==> src/rtl/clk_pkg.sv <==
// Shared definitions for the hours/minutes/seconds counter: mode encoding,
// field limits and a two-digit BCD increment helper.
package clk_pkg;

    // Operating mode; encoding 2'd3 is unused and recovers to RUN.
    typedef enum logic [1:0] {
        RUN     = 2'd0,
        SET_HR  = 2'd1,
        SET_MIN = 2'd2
    } mode_t;

    // Highest legal value of each field before it wraps to 00.
    localparam int SEC_MIN_MAX = 59;
    localparam int HR_MAX      = 23;

    // Two BCD digits of one time field.
    typedef struct packed {
        logic [3:0] tens;
        logic [3:0] ones;
    } bcd2_t;

    // Result of one increment: the new field value and whether it wrapped.
    typedef struct packed {
        logic  wrap;
        bcd2_t val;
    } bcd_step_t;

    // Advance a BCD field by one, wrapping to 00 after max_val. Anything at
    // or above the limit also folds back to 00, so a field never leaves range.
    function automatic bcd_step_t bcd_inc(input bcd2_t cur, input int max_val);
        bcd_step_t r;
        r.wrap = 1'b0;
        if ((int'(cur.tens) * 10 + int'(cur.ones)) >= max_val) begin
            r.val  = '0;
            r.wrap = 1'b1;
        end else if (cur.ones == 4'd9) begin
            r.val.tens = cur.tens + 4'd1;
            r.val.ones = 4'd0;
        end else begin
            r.val.tens = cur.tens;
            r.val.ones = cur.ones + 4'd1;
        end
        return r;
    endfunction

endpackage

==> src/rtl/edge_sync.sv <==
// Synchroniser chain plus rising-edge detector for one asynchronous input.
// Produces a single-clk pulse per low-to-high transition of d.
module edge_sync #(
    parameter int SYNC_STAGES = 2   // must be at least 2
) (
    input  logic clk,
    input  logic rst,
    input  logic d,
    output logic pulse
);

    logic [SYNC_STAGES-1:0] sync_q;
    logic                   hist_q;

    // Shift the raw input through the synchroniser and keep one history bit.
    always_ff @(posedge clk or negedge rst) begin
        // NOTE: all state here resets to 0 so an input already high when
        // reset lifts is seen as a fresh edge, and a half-synchronised edge
        // caught by reset is discarded rather than emitted afterwards.
        if (!rst) begin
            sync_q <= '0;
            hist_q <= 1'b0;
        end else begin
            // NOTE: non-blocking assignments let every flop sample the value
            // its neighbour held before this edge, which is what makes a chain.
            sync_q <= {sync_q[SYNC_STAGES-2:0], d};
            hist_q <= sync_q[SYNC_STAGES-1];
        end
    end

    assign pulse = sync_q[SYNC_STAGES-1] & ~hist_q;

endmodule

==> src/rtl/hms_counter.sv <==
// BCD 24-hour clock with RUN / SET_HR / SET_MIN modes. The tick input and
// both buttons are synchronised and edge-detected; time fields form a
// seconds -> minutes -> hours carry chain.
module hms_counter
    import clk_pkg::*;
#(
    parameter int SYNC_STAGES = 2
) (
    input  logic       clk,
    input  logic       rst,
    input  logic       tick_in,
    input  logic       btn_mode,
    input  logic       btn_inc,
    output logic [3:0] sec_o,
    output logic [3:0] sec_t,
    output logic [3:0] min_o,
    output logic [3:0] min_t,
    output logic [3:0] hr_o,
    output logic [3:0] hr_t,
    output logic [1:0] mode,
    output logic       day_pulse
);

    logic tick_p;
    logic mode_p;
    logic inc_p;

    edge_sync #(.SYNC_STAGES(SYNC_STAGES)) u_sync_tick (
        .clk   (clk),
        .rst   (rst),
        .d     (tick_in),
        .pulse (tick_p)
    );

    edge_sync #(.SYNC_STAGES(SYNC_STAGES)) u_sync_mode (
        .clk   (clk),
        .rst   (rst),
        .d     (btn_mode),
        .pulse (mode_p)
    );

    edge_sync #(.SYNC_STAGES(SYNC_STAGES)) u_sync_inc (
        .clk   (clk),
        .rst   (rst),
        .d     (btn_inc),
        .pulse (inc_p)
    );

    mode_t     state_q;
    mode_t     state_nxt;
    bcd2_t     sec_q;
    bcd2_t     min_q;
    bcd2_t     hr_q;
    logic      day_pulse_q;
    bcd_step_t sec_step;
    bcd_step_t min_step;
    bcd_step_t hr_step;

    assign sec_step = bcd_inc(sec_q, SEC_MIN_MAX);
    assign min_step = bcd_inc(min_q, SEC_MIN_MAX);
    assign hr_step  = bcd_inc(hr_q,  HR_MAX);

    // Mode register.
    always_ff @(posedge clk or negedge rst) begin
        if (!rst) begin
            state_q <= RUN;
        end else begin
            state_q <= state_nxt;
        end
    end

    // Next mode: the mode button steps RUN -> SET_HR -> SET_MIN -> RUN.
    always_comb begin
        // NOTE: assigning a default before the case keeps every path
        // driven, so no latch is inferred when no branch matches.
        state_nxt = state_q;
        case (state_q)
            RUN:     if (mode_p) state_nxt = SET_HR;
            SET_HR:  if (mode_p) state_nxt = SET_MIN;
            SET_MIN: if (mode_p) state_nxt = RUN;
            default: state_nxt = RUN;
        endcase
    end

    // Time fields: tick-driven carry chain in RUN, direct field edit in SET
    // modes. Updates use the current mode, so a simultaneous mode pulse is
    // applied after the tick or increment of this edge.
    always_ff @(posedge clk or negedge rst) begin
        if (!rst) begin
            sec_q       <= '0;
            min_q       <= '0;
            hr_q        <= '0;
            day_pulse_q <= 1'b0;
        end else begin
            day_pulse_q <= 1'b0;
            case (state_q)
                RUN: begin
                    if (tick_p) begin
                        sec_q <= sec_step.val;
                        if (sec_step.wrap) begin
                            min_q <= min_step.val;
                            if (min_step.wrap) begin
                                hr_q        <= hr_step.val;
                                day_pulse_q <= hr_step.wrap;
                            end
                        end
                    end
                end
                SET_HR: begin
                    if (inc_p) hr_q <= hr_step.val;
                end
                SET_MIN: begin
                    if (inc_p)  min_q <= min_step.val;
                    if (mode_p) sec_q <= '0;
                end
                default: ;
            endcase
        end
    end

    assign sec_o     = sec_q.ones;
    assign sec_t     = sec_q.tens;
    assign min_o     = min_q.ones;
    assign min_t     = min_q.tens;
    assign hr_o      = hr_q.ones;
    assign hr_t      = hr_q.tens;
    assign mode      = state_q;
    assign day_pulse = day_pulse_q;

endmodule

==> config.mk <==
export PLATFORM = sky130hd
export DESIGN_NAME = hms_counter
export DESIGN_NICKNAME = d
export VERILOG_FILES = /design/src/rtl/clk_pkg.sv /design/src/rtl/edge_sync.sv /design/src/rtl/hms_counter.sv
export SDC_FILE = /design/constraint.sdc
export NUM_CORES = 1
export LEC_CHECK = 0
export CORE_MARGIN = 3
export CORE_UTILIZATION = 45
export DETAILED_ROUTE_END_ITERATION = 16
export HOLD_SLACK_MARGIN = 0.15
export PLACE_DENSITY = 0.67
export SYNTH_ARGS = -nofsm -noshare
export SYNTH_HDL_FRONTEND = slang
export SYNTH_HIERARCHICAL = 1
export SYNTH_SLANG_ARGS = --single-unit
==> constraint.sdc <==
create_clock -name clk -period 4.2 [get_ports clk]
set_clock_uncertainty 0.1 [all_clocks]
set_input_delay 0.84 -clock clk [delete_from_list [all_inputs] [get_ports clk]]
set_output_delay 0.84 -clock clk [all_outputs]
set_load 0.05 [all_outputs]
==> flow_summary.ini <==
[layout]
post-route-util_pct = 56.77
nFillCells = 501
ff_latch_area_um2 = 900.9
diodes = 0
layoutNonFillerInstCount = 354
multi_input_area_um2 = 1549
drive_gt1_share_pct = 9.155
area_growth_pct = 18.78
fin_nets = 324
final_area_um2 = 2992

[critical_path]
cp_num_buf_inv = 1
crit_start = min_t[1]$_DFFE_PN0P_
worst_r2r_endpoint = hr_t[3]$_DFFE_PN0P_
r2r_setup_slack_ns = 0.64
cp.depth = 10
path_cells = ha_1, ha_1, inv_1, fa_1, nor4b_2, a211oi_1, o32ai_4, a31oi_1, or2_1, o41ai_1
worst_ep_arrival_time_ns = 3.64
crit-reg2reg-launch = min_t[1]$_DFFE_PN0P_
required_ns = 4.28
cp_slowest_cell = dfrtp_1
setup.worst_path.start_class = register
path_max_fanout = 12
r2r_cells = 10
crit_family = compound AO/OA/AOI/OAI gates
critPathCapture = hr_t[3]$_DFFE_PN0P_
crit_type = reg2reg
cp-end-kind = register
cpMostUsedCell = ha_1
slowest_delay_ns = 0.47

[synth]
synth.most_common_cell = dfrtp_1
syn_nets = 290
synth_flop_cell = dfrtp_1
synthTopCellsByCount = 36 x dfrtp_1, 30 x ha_1, 25 x nand2_1, 22 x o21ai_0, 14 x nor2_1
syn_area_um2 = 2519
synth_area_leaders = dfrtp_1 36%, ha_1 15%, fa_1 4.8%
synth_top_area_share_pct = 35.77
synthArstFlopShare_pct = 100.0
netlist.top_cell.by_area = dfrtp_1
synthesis.instances = 249
ys_ff_latch = 36
synth.distinct_cells = 54
yosysSeqAreaShare_pct = 35.77
syn_area_per_cell_um2 = 10.12
yosys_warnings = 6
synth_edf_count = 0

[routing]
drtIter0Drc = 96
drt-vias-per-instance = 5.404
finalWirelength_mm = 5.024
antenna_left = 0
post_drt_wl_per_cell_um = 14.19
drc = 0
firstDrtPassIters = 4
vias = 1913

[global_routing]
grt_max_degree = 37
antenna_found_initial = 0
grt_pass1_vias = 1846
grt_overflow = 0
grt_pass1_wl_mm = 9.011
grt_usage_pct = 17.95

[die]
initial_core_util_pct = 47.79
core_um2 = 5270
row_count = 26
io_pins = 32
die_w_um = 80.82
fp.dieArea_um2 = 6531
dieHeight_um = 80.82

[power]
power_leakage_nw = 1.342
power_mw = 1.397
power.density_nw_per_um2 = 467.1
ir_drop_mv = 0.2622

[placement]
dp_cells = 346
placed_area_um2 = 2904
portBuffers = 31
gp_congestion = 0.8052
place_hpwl_mm = 3.777

[cts]
ctsRootBufferMaster = clkbuf_8
cts_tree = built
cts_sinks = 36
clkSlewWorstSetupHoldPaths_ns = 0.08
cts_made_buffers = 5
ctsHoldBuffers = 0
htreeDepth = 2
cts_resized = 0
clock_path_buffers = 2
cts_setup_buffers = 0
clk_latency_ns = 0.29

[sta]
fin_tns_setup_ns = 0
drv_slew = 0
worst_slew_pin_slew_ns = 0.8049
fmax_ghz = 0.2807
grt_setup_unrepaired = no
finalHoldViolations = 0
slew_headroom_pct = 46.09
fin_crit_sh_pct = 84.84
finalCriticalPeriod_ns = 3.563
finalSetupViolCount = 0

[hold_path]
hp-class = reg2reg

[run]
drv_cap = 0

[run_status]
status = complete, no violations
[metal layers]
layer,part of all wire (%),up-vias,global-route usage (%)
met3,3.5,5,4.989
met4,1.3,0,5.574
met1,50,897,25.27
met2,45,29,26.85
met5,0,-,0
li1,-,982,-
[state kept, by name (all words and copies together), names as in the netlist, 4 cells and up]
name and flops:
hr_o 4, min_t 4, sec_o 4, hr_t 4
min_o 4, sec_t 4
[worst register-to-register path, stage by stage, from the launching register on]
cell and delay [ns]:
dfrtp_1 0.47, ha_1 0.33, ha_1 0.21, inv_1 0.07, fa_1 0.45, nor4b_2 0.33, a211oi_1 0.12, o32ai_4 0.38
a31oi_1 0.36, or2_1 0.38, o41ai_1 0.26
[where the power goes]
group	total [mW]	switching [mW]	leakage [nW]	internal, mW
Clock	0.245	0.129	0.0479	0.116
Sequential	0.528	0.121	0.465	0.407
Combinational	0.625	0.400	0.829	0.225
Total	1.40	0.650	1.34	0.747
[worst min path at each step]
stage,from,end,cells past startpoint
global route,u_sync_tick/sync_q[0]$_DFF_PN0_,u_sync_tick/sync_q[1]$_DFF_PN0_,0
detailed placement,u_sync_tick/sync_q[0]$_DFF_PN0_,u_sync_tick/sync_q[1]$_DFF_PN0_,0
floorplan,u_sync_inc/sync_q[0]$_DFF_PN0_,u_sync_inc/sync_q[1]$_DFF_PN0_,0
finish,u_sync_tick/sync_q[0]$_DFF_PN0_,u_sync_tick/sync_q[1]$_DFF_PN0_,0
CTS,u_sync_tick/sync_q[0]$_DFF_PN0_,u_sync_tick/sync_q[1]$_DFF_PN0_,0
global placement,u_sync_inc/sync_q[0]$_DFF_PN0_,u_sync_inc/sync_q[1]$_DFF_PN0_,0
[kinds of logic after synthesis]
| kind of cell | synth area share [%] |
|---|---|
| mux | 1.292 |
| flops | 35.77 |
| compound gates | 21.76 |
| xor+xnor | 1.739 |
| simple gates | 17.04 |
| fa+ha+maj | 19.67 |
| buf+inv | 2.732 |
[placed cells by master, fill, tap and decap left out, drive strengths merged, types with 9 or more instances in the layout]
cell	synthesis	routed
ha	30	30
nor2	14	14
nand2	25	25
dfrtp	36	36
clkdlybuf4s50	0	31
nand3	9	9
a21oi	13	13
o31ai	9	9
o21ai	22	22
inv	13	13
[per-stage QoR]
stage / setup slack [ns] / hold WS (ns)
6_report: 0.6369 / 0.2514
5_1_grt: 0.2852 / 0.2675
4_1_cts: 0.6224 / 0.2544
3_5_place_dp: 0.5885 / 0.2365
3_3_place_gp: 0.7087 / 0.2320
2_1_floorplan: 0.8463 / 0.2312
[final cells by class]
type	instances	area share [%]
flip-flops and latches	36	30.11
well taps	70	2.928
repair buffers	32	10.62
inverters	13	1.631
clock inverters	3	0.6274
multi-input cells	195	51.78
clock buffers	5	2.300
(Power assumes the default switching activity.)
